===== src/rtl/clock_lock_supervisor.sv =====
// Shared DCM lock sequencer: pulses DCM resets, retries on timeout, releases system reset after a stable lock window.
// Optional build macro CLKSUP_FAULT_RETRY_EN: FAULT retries after a 16 x LOCK_TIMEOUT hold-off instead of being terminal.
module clock_lock_supervisor #(
  parameter int NUM_DCM       = 3,
  parameter int LOCK_TIMEOUT  = 50000,
  parameter int RESET_PULSE   = 10,
  parameter int STABLE_CYCLES = 1024,
  parameter int MAX_RETRIES   = 4
) (
  input  logic               input_clk,
  input  logic               reset_n,
  input  logic [NUM_DCM-1:0] dcm_locked,
  output logic [NUM_DCM-1:0] dcm_reset,
  output logic               system_reset_n,
  output logic               all_locked,
  output logic [3:0]         retry_count,
  output logic               fault,
  output logic [2:0]         state
);
  localparam int BASE_MAX0 = (LOCK_TIMEOUT > STABLE_CYCLES) ? LOCK_TIMEOUT : STABLE_CYCLES;
  localparam int BASE_MAX  = (BASE_MAX0 > RESET_PULSE) ? BASE_MAX0 : RESET_PULSE;
`ifdef CLKSUP_FAULT_RETRY_EN
  localparam int HOLDOFF   = 16 * LOCK_TIMEOUT;
  localparam int CNT_MAX   = (HOLDOFF > BASE_MAX) ? HOLDOFF : BASE_MAX;
`else
  localparam int CNT_MAX   = BASE_MAX;
`endif
  localparam int CNT_W     = $clog2(CNT_MAX + 1);

  localparam logic [CNT_W-1:0] PULSE_END   = CNT_W'(RESET_PULSE - 1);
  localparam logic [CNT_W-1:0] TIMEOUT_END = CNT_W'(LOCK_TIMEOUT - 1);
  localparam logic [CNT_W-1:0] STABLE_END  = CNT_W'(STABLE_CYCLES - 1);
`ifdef CLKSUP_FAULT_RETRY_EN
  localparam logic [CNT_W-1:0] HOLD_END    = CNT_W'(HOLDOFF - 1);
`endif
  localparam logic [3:0]       RETRY_LIMIT = 4'(MAX_RETRIES);

  typedef enum logic [2:0] {
    S_PULSE  = 3'd0,
    S_WAIT   = 3'd1,
    S_STABLE = 3'd2,
    S_RUN    = 3'd3,
    S_FAULT  = 3'd4
  } state_t;

  logic [NUM_DCM-1:0] r_lk_meta;
  logic [NUM_DCM-1:0] r_lk;
  state_t             r_state;
  state_t             w_next_state;
  logic [CNT_W-1:0]   r_cnt;
  logic [CNT_W-1:0]   w_cnt_nxt;
  logic [NUM_DCM-1:0] r_dcm_reset;
  logic [NUM_DCM-1:0] w_dcm_reset_nxt;
  logic               r_sys_rst_n;
  logic               w_sys_rst_n_nxt;
  logic               r_all_locked;
  logic [3:0]         r_retry;
  logic [3:0]         w_retry_nxt;
  logic [3:0]         w_retry_inc;
  logic               r_fault;
  logic               w_fault_nxt;
  logic               w_all_lk;
  logic               w_state_chg;

  // Raw LOCKED pins are asynchronous to input_clk.
  always_ff @(posedge input_clk or negedge reset_n) begin
    if (!reset_n) begin
      r_lk_meta <= '0;
      r_lk      <= '0;
    end else begin
      r_lk_meta <= dcm_locked;
      r_lk      <= r_lk_meta;
    end
  end

  assign w_all_lk    = &r_lk;
  assign w_retry_inc = r_retry + 4'd1;
  assign w_state_chg = (w_next_state != r_state);

  always_ff @(posedge input_clk or negedge reset_n) begin
    if (!reset_n) begin
      r_state      <= S_PULSE;
      r_cnt        <= '0;
      r_dcm_reset  <= '1;
      r_sys_rst_n  <= 1'b0;
      r_all_locked <= 1'b0;
      r_retry      <= 4'd0;
      r_fault      <= 1'b0;
    end else begin
      r_state      <= w_next_state;
      r_cnt        <= w_cnt_nxt;
      r_dcm_reset  <= w_dcm_reset_nxt;
      r_sys_rst_n  <= w_sys_rst_n_nxt;
      r_all_locked <= w_all_lk;
      r_retry      <= w_retry_nxt;
      r_fault      <= w_fault_nxt;
    end
  end

  // Lock beats timeout when both happen in the same WAIT_LOCK cycle.
  always_comb begin
    w_next_state = r_state;
    unique case (r_state)
      S_PULSE:  if (r_cnt == PULSE_END) w_next_state = S_WAIT;
      S_WAIT: begin
        if (w_all_lk)                  w_next_state = S_STABLE;
        else if (r_cnt == TIMEOUT_END) w_next_state = (w_retry_inc == RETRY_LIMIT) ? S_FAULT : S_PULSE;
      end
      S_STABLE: begin
        if (!w_all_lk)                w_next_state = S_WAIT;
        else if (r_cnt == STABLE_END) w_next_state = S_RUN;
      end
      S_RUN:    if (!w_all_lk) w_next_state = S_PULSE;
      S_FAULT: begin
`ifdef CLKSUP_FAULT_RETRY_EN
        if (r_cnt == HOLD_END) w_next_state = S_PULSE;
`endif
      end
      default:  w_next_state = S_PULSE;
    endcase
  end

  // Retry mask is latched into dcm_reset on PULSE entry and held for the whole pulse.
  always_comb begin
    w_cnt_nxt       = w_state_chg ? '0 : r_cnt + 1'b1;
    w_dcm_reset_nxt = '0;
    if (w_next_state == S_PULSE) begin
      if (!w_state_chg)           w_dcm_reset_nxt = r_dcm_reset;
      else if (r_state == S_FAULT) w_dcm_reset_nxt = '1;
      else                         w_dcm_reset_nxt = ~r_lk;
    end
    w_sys_rst_n_nxt = (r_state == S_RUN) && (w_next_state == S_RUN);
    w_fault_nxt     = (w_next_state == S_FAULT);
    w_retry_nxt     = r_retry;
    if (r_state == S_WAIT && w_state_chg && w_next_state != S_STABLE)
      w_retry_nxt = w_retry_inc;
    else if (r_state == S_STABLE && w_next_state == S_RUN)
      w_retry_nxt = 4'd0;
    else if (r_state == S_FAULT && w_next_state == S_PULSE)
      w_retry_nxt = 4'd0;
  end

  assign dcm_reset      = r_dcm_reset;
  assign system_reset_n = r_sys_rst_n;
  assign all_locked     = r_all_locked;
  assign retry_count    = r_retry;
  assign fault          = r_fault;
  assign state          = r_state;

endmodule


===== config.mk =====
export PLATFORM = sky130hd
export DESIGN_NAME = clock_lock_supervisor
export DESIGN_NICKNAME = d
export VERILOG_FILES = /design/src/rtl/clock_lock_supervisor.sv
export SDC_FILE = /design/constraint.sdc
export NUM_CORES = 1
export LEC_CHECK = 0
export CORE_MARGIN = 2
export CORE_UTILIZATION = 45
export CTS_BUF_LIST = sky130_fd_sc_hd__clkbuf_4 sky130_fd_sc_hd__clkbuf_8 sky130_fd_sc_hd__clkbuf_16
export DETAILED_ROUTE_END_ITERATION = 12
export GPL_TIMING_DRIVEN = 0
export PLACE_DENSITY_LB_ADDON = 0.05
export SYNTH_ARGS = -nofsm -noshare
export SYNTH_HDL_FRONTEND = slang
export SYNTH_SLANG_ARGS = --single-unit

===== constraint.sdc =====
create_clock -name input_clk -period 2.9 [get_ports input_clk]
set_input_delay 0.58 -clock input_clk [delete_from_list [all_inputs] [get_ports input_clk]]
set_output_delay 0.58 -clock input_clk [all_outputs]
set_load 0.005 [all_outputs]

==> results of run 1 <==
-- worst min path at each step --
stage / startpoint / to / slack, ps
after floorplan: reset_n / all_locked$_DFF_PN0_ / 280
after global placement: r_lk_meta[1]$_DFF_PN0_ / r_lk[1]$_DFF_PN0_ / 330
after detailed placement: r_lk_meta[1]$_DFF_PN0_ / r_lk[1]$_DFF_PN0_ / 340
after CTS: r_lk_meta[1]$_DFF_PN0_ / r_lk[1]$_DFF_PN0_ / 360
after global routing: r_lk_meta[1]$_DFF_PN0_ / r_lk[1]$_DFF_PN0_ / 370
final: r_lk_meta[1]$_DFF_PN0_ / r_lk[1]$_DFF_PN0_ / 350
-- per-stage QoR --
| step | utilization, % | std cells | cell area (um^2) | setup WS (ps) |
|---|---|---|---|---|
| finish | 56.08 | 234 | 2053 | 418.1 |
| global placement | 53.38 | 226 | 1954 | 501.6 |
| floorplan | - | 161 | 1724 | 719.7 |
| global route | 56.08 | 234 | 2053 | 280.1 |
| detailed placement | 53.25 | 226 | 1949 | 458.1 |
| CTS | 56.08 | 234 | 2053 | 460.3 |
-- power groups by stage --
stage | logic (mW) | registers [mW] | clock network, mW
finish | 0.348 | 0.620 | 0.386
global route | 0.386 | 0.629 | 0.420
CTS | 0.353 | 0.618 | 0.406
detailed placement | 0.350 | 0.626 | 0
global placement | 0.346 | 0.624 | 0
floorplan | 0.242 | 0.614 | 0
-- state kept, by name, summed over array words and instances (netlist names) --
signal,flops
r_cnt,16
retry_count,4
dcm_reset,3
r_lk,3
r_lk_meta,3
state,3
all_locked,1
fault,1
system_reset_n,1
-- cell families (layout without fill, tap and decap cells) --
logic type                 Yosys count  count (layout)
and+or+nand+nor                     65              65
DFF                                 35              35
AOI/OAI and AO/OA                   30              30
xor gates and xnor gates            16              16
buffers and inverters               10              35
adders and majority gates            4               4
muxes                                1               1
-- layout by cell type (no fill, tap or decap), types with 2 or more instances in the layout --
master	netlist	final
a21o_1	2	2
a21oi_1	5	5
a21oi_2	10	10
buf_2	1	2
clkbuf_8	0	7
clkdlybuf4s50_1	0	16
dfrtp_1	32	32
dfstp_2	3	3
ha_1	4	4
inv_1	6	6
nand2_1	11	11
nand3_1	15	15
nand4_1	3	3
nor2_1	9	9
nor2b_1	2	2
nor3_1	7	7
o21ai_0	6	6
o31ai_1	2	2
or3_1	2	2
or4_1	2	2
or4b_2	2	2
xnor2_1	9	9
xor2_1	7	7
-- final cells by class --
type / instances / area [um^2] / share of cell area (%)
Clock buffer: 8 / 103.9 / 5.058
Sequential cell: 35 / 879.6 / 42.84
Tap cell: 48 / 60.06 / 2.925
Buffer: 4 / 43.79 / 2.133
Inverter: 6 / 22.52 / 1.097
Multi-Input combinational cell: 116 / 778.2 / 37.90
Timing Repair Buffer: 17 / 165.2 / 8.044
-- routing by layer --
metal	wire length, um	up-vias	global-route usage, %
met5	0	-	0
met4	42	0	7.813
met3	87	5	3.748
met2	1755	16	31.31
met1	1516	628	21.87
li1	-	620	-
==> impl_metrics.json, run 1 <==
{
  "status": "finished clean",
  "hold_path_class": "flip-flop to flip-flop",
  "synth_common_cells": "32 x dfrtp_1, 15 x nand3_1, 11 x nand2_1",
  "syn-num-nets": 170,
  "synthTopCellsByArea": "dfrtp_1 46%, a21oi_2 5.1%, dfstp_2 4.6%",
  "min_path_cells": 0,
  "cts_buffer_depth": 2,
  "yosysWarnings": 0,
  "drc": 0,
  "crit_fanout": 10,
  "postRouteAntennaNets": 0,
  "finalHoldViolations": 0,
  "ys_seq_area_share_pct": 51.02,
  "power.density_nw_per_um2": 659.7,
  "synth_top_area_share_pct": 46.44,
  "worstSetupPathType": "flip-flop to flip-flop",
  "crit_slowest_cell": "nor3_1",
  "layout-drive-gt1-share_pct": 18.28,
  "final.setup.tns_ps": 0,
  "via_per_inst": 5.423,
  "start_util_pct": 47.10,
  "grt_overflow": 0,
  "synthCells": 161,
  "synthToLayoutAreaGrowth_pct": 19.09,
  "num_antenna_cells": 0,
  "num_rows": 22,
  "synth_simple_gate_area_share_pct": 21.41,
  "yosysTopAreaCell": "dfrtp_1",
  "p_sw_share_pct": 29.31,
  "synth_edf_count": 0,
  "finalClockSkew_ps": 5.559,
  "p_leak_nw": 0.8645,
  "postCtsHoldBufs": 0,
  "clock_tree.root_cell": "clkbuf_8",
  "synth.most_common_cell": "dfrtp_1",
  "ys_types": 42,
  "core-area_um2": 3661,
  "clock_latency_ps": 280,
  "slew_violations": 0,
  "comb_power_share_pct": 25.7,
  "cp.arrival_ps": 2690,
  "synth.area.mux_share_pct": 0.5806,
  "post_cts_buffers": 0,
  "hold_ws_ps": 354.2,
  "r2r_cells": 7,
  "cts_tree": "built",
  "clkPwrFrac_pct": 28.5,
  "synth_fa_ha_area_share_pct": 2.903,
  "synth_seq_cells": 35,
  "power.switching_uw": 397.0,
  "synthesis.area_um2": 1724,
  "antenna_found_initial": 0,
  "grt.total_usage_pct": 18.18,
  "fmax_mhz": 402.9,
  "fin_nets": 194,
  "start_kind": "flip-flop",
  "grt_pass1_vias": 1382,
  "cts.clk_slew.worst_paths_ps": 70,
  "wl_per_cell_um": 14.53,
  "synth_xor_area_share_pct": 8.128,
  "vias": 1269,
  "critPathCaptureType": "flip-flop",
  "maxCapViolCount": 0,
  "cts_resized": 0,
  "drt-initial-drc-count": 63,
  "synth_top_family_by_area": "simple AND/OR/NAND/NOR gates",
  "clock-sinks": 35,
  "grt_setup_unrepaired": "no",
  "die_w_um": 65.90,
  "crit_family": "simple AND/OR/NAND/NOR gates",
  "grt_first_pass_wirelength_um": 6016,
  "period_minus_slack_ps": 2482,
  "ioPinCount": 18,
  "first_pass_iters": 4,
  "irDropWorstVdd_mv": 0.4453,
  "die_height_um": 65.90,
  "p_total_mw": 1.355,
  "cp-endpoint": "r_cnt[5]$_DFF_PN0_",
  "worst_slew_pin_slew_ps": 772.1,
  "crit_path_start": "r_cnt[0]$_DFF_PN0_",
  "routed_wl_um": 3401,
  "critPathMaxStageDelay_ps": 630,
  "cp.depth": 7,
  "cts_max_level": 2,
  "relSlewSlack_pct": 48.52,
  "required_ps": 3110,
  "synth_compound_area_share_pct": 12.12,
  "grt_max_degree": 36,
  "crit_buf_inv": 1,
  "setup-violations-final": 0,
  "io_buffer_count": 17,
  "internal_power_uw": 957.5,
  "r2r_setup_slack_ps": 420,
  "finalCritPeriodShare_pct": 85.58,
  "ys.flop_type": "dfrtp_1",
  "fillCellCount": 348,
  "r2r-start": "r_cnt[0]$_DFF_PN0_",
  "place_hpwl_um": 2392,
  "tritoncts.num_buffers": 5,
  "cp_cell_sequence": "ha_1 > nand4_1 > nor3_1 > o2bb2ai_1 > o21ai_1 > buf_4 > a21oi_2",
  "dieArea_um2": 4343,
  "avgSynthCellArea_um2": 10.71,
  "gp_congestion": 0.7728,
  "postSynth.asyncResetShare_pct": 100.0,
  "p_seq_share_pct": 45.7,
  "worstReg2RegEnd": "r_cnt[5]$_DFF_PN0_"
}
Power figures use the tool's default switching activity.
==> run 2, diff against run 1 <==
--- a/config.mk
+++ b/config.mk
@@ -5,12 +5,15 @@
 export SDC_FILE = /design/constraint.sdc
 export NUM_CORES = 1
 export LEC_CHECK = 0
+export CAP_MARGIN = 20
 export CORE_MARGIN = 2
 export CORE_UTILIZATION = 45
 export CTS_BUF_LIST = sky130_fd_sc_hd__clkbuf_4 sky130_fd_sc_hd__clkbuf_8 sky130_fd_sc_hd__clkbuf_16
 export DETAILED_ROUTE_END_ITERATION = 12
 export GPL_TIMING_DRIVEN = 0
 export PLACE_DENSITY_LB_ADDON = 0.05
+export REMOVE_ABC_BUFFERS = 1
 export SYNTH_ARGS = -nofsm -noshare
 export SYNTH_HDL_FRONTEND = slang
 export SYNTH_SLANG_ARGS = --single-unit
+export TNS_END_PERCENT = 30
==> run 2 against run 1 <==
Effect of this change:
- die area unchanged
- sequential power down 1%
- clock skew up 1.3 ps
- fmax down 8.8%
- total power down 7.2%
- largest cell class unchanged
==> impl_metrics.json, run 2 (synthesis gave the netlist of run 1 again) <==
{
  "status": "finished clean",
  "fmax_mhz": 367.6,
  "worst_slew_pin_slew_ps": 896.7,
  "via_per_inst": 5.190,
  "finalHoldViolations": 0,
  "grt_setup_unrepaired": "no",
  "p_leak_nw": 0.8328,
  "slew_violations": 0,
  "synthToLayoutAreaGrowth_pct": 16.40,
  "clock_latency_ps": 280,
  "dieArea_um2": 4343,
  "place_hpwl_um": 2211,
  "relSlewSlack_pct": 39.82,
  "postRouteAntennaNets": 0,
  "maxCapViolCount": 0,
  "crit_fanout": 9,
  "worstSetupPathType": "flip-flop to flip-flop",
  "clkPwrFrac_pct": 28.0,
  "p_seq_share_pct": 48.8,
  "grt_max_degree": 36,
  "num_rows": 22,
  "routed_wl_um": 3015,
  "setup-violations-final": 0,
  "comb_power_share_pct": 23.1,
  "vias": 1199,
  "clock-sinks": 35,
  "die_height_um": 65.90,
  "die_w_um": 65.90,
  "layout-drive-gt1-share_pct": 17.49,
  "clock_tree.root_cell": "clkbuf_8",
  "drc": 0,
  "fin_util_pct": 54.82,
  "internal_power_uw": 858.5,
  "period_minus_slack_ps": 2720,
  "critPathCaptureType": "flip-flop",
  "num_antenna_cells": 0,
  "tritoncts.num_buffers": 5,
  "fillCellCount": 339,
  "start_kind": "flip-flop",
  "cp.arrival_ps": 2870,
  "fin_nets": 191,
  "min_from": "r_lk_meta[1]$_DFF_PN0_",
  "grt.total_usage_pct": 16.07,
  "min_path_cells": 0,
  "hold_ws_ps": 351.4,
  "critPathMaxStageDelay_ps": 720,
  "p_sw_share_pct": 31.72,
  "power.density_nw_per_um2": 626.6,
  "regMostFlops": "r_cnt",
  "grt_overflow": 0,
  "crit_path_start": "r_cnt[10]$_DFF_PN0_",
  "antenna_found_initial": 0,
  "cts.clk_slew.worst_paths_ps": 80,
  "ioPinCount": 18,
  "cts_tree": "built",
  "r2r-start": "r_cnt[10]$_DFF_PN0_",
  "finalClockSkew_ps": 6.871,
  "first_pass_iters": 4,
  "p_total_mw": 1.257,
  "wl_per_cell_um": 13.05,
  "cp_cell_sequence": "or4_4 > nor4_4 > o2bb2ai_1 > o21ai_1 > buf_4 > a21oi_1",
  "core-area_um2": 3661,
  "final_common_cell": "dfrtp_1",
  "r2r_cells": 6,
  "postCtsHoldBufs": 0,
  "io_buffer_count": 17,
  "hold_path_class": "flip-flop to flip-flop",
  "grt_pass1_vias": 1157,
  "finalCritPeriodShare_pct": 93.80,
  "cts_max_level": 2,
  "required_ps": 3050,
  "gp_congestion": 0.7811,
  "irDropWorstVdd_mv": 0.3091,
  "crit_slowest_cell": "o21ai_1",
  "power.switching_uw": 398.9,
  "drt-initial-drc-count": 48,
  "start_util_pct": 47.10,
  "cts_buffer_depth": 2,
  "largest_reg_flops": 16,
  "layout_common_cells": "32 x dfrtp_1, 16 x clkdlybuf4s50_1, 15 x nand3_1",
  "grt_first_pass_wirelength_um": 5264
}
[run 2: final timing paths]
| kind | end | slack [ps] |
|---|---|---|
| setup / recovery | r_cnt[0]$_DFF_PN0_ | 180 |
| hold reg to reg | r_lk[1]$_DFF_PN0_ | 350 |
| min in group asynchronous | r_cnt[2]$_DFF_PN0_ | 370 |
| hold / removal | r_lk[1]$_DFF_PN0_ | 350 |
| max in group asynchronous | r_cnt[6]$_DFF_PN0_ | 2060 |
| setup reg to reg | r_cnt[0]$_DFF_PN0_ | 180 |
[run 2: power groups by stage]
stage	clock network [mW]	registers [mW]	logic, mW
6_report	0.353	0.614	0.291
5_1_grt	0.395	0.626	0.331
4_1_cts	0.366	0.615	0.295
3_5_place_dp	0	0.625	0.294
3_3_place_gp	0	0.621	0.287
2_1_floorplan	0	0.614	0.184
[run 2: worst max-delay path: cells and delay by family, from the launching register on]
family          cells  cell delay, ps
buf+inv             1             300
compound gates      3             950
simple gates        2             890
flops               1             440
[run 2: area by class of cell]
| cell class | count | area [um^2] | area share (%) |
|---|---|---|---|
| clock buffer | 5 | 68.82 | 3.429 |
| timing repair buffer | 18 | 172.7 | 8.604 |
| inverter | 6 | 22.52 | 1.122 |
| clock inverter | 3 | 23.77 | 1.185 |
| tap | 48 | 60.06 | 2.993 |
| sequential | 35 | 879.6 | 43.83 |
| multi-input combinational | 116 | 779.5 | 38.84 |
[run 2: layer usage]
layer	up-vias	routed length (um)	GRT usage, %
met3	2	83	4.600
met2	13	1347	24.37
met4	0	24	5.469
met5	-	0	0
li1	606	-	-
met1	578	1561	21.94
[run 2: per-stage QoR]
stage                     instances  setup TNS (ps)  cell area, um^2  setup WS (ps)
after global placement          222          -132.1             1911         -102.1
after CTS                       231               0             2006          136.8
final                           231               0             2007          179.8
after detailed placement        223               0             1913          158.4
after global routing            231               0             2007          18.40
after floorplan                 157               0             1680          319.2
[run 2: what timing repair did]
action / CTS / global route
endpoints found under the setup margin: 0 / 5
resized for setup: 0 / 1
buffers inserted: 0 / 0
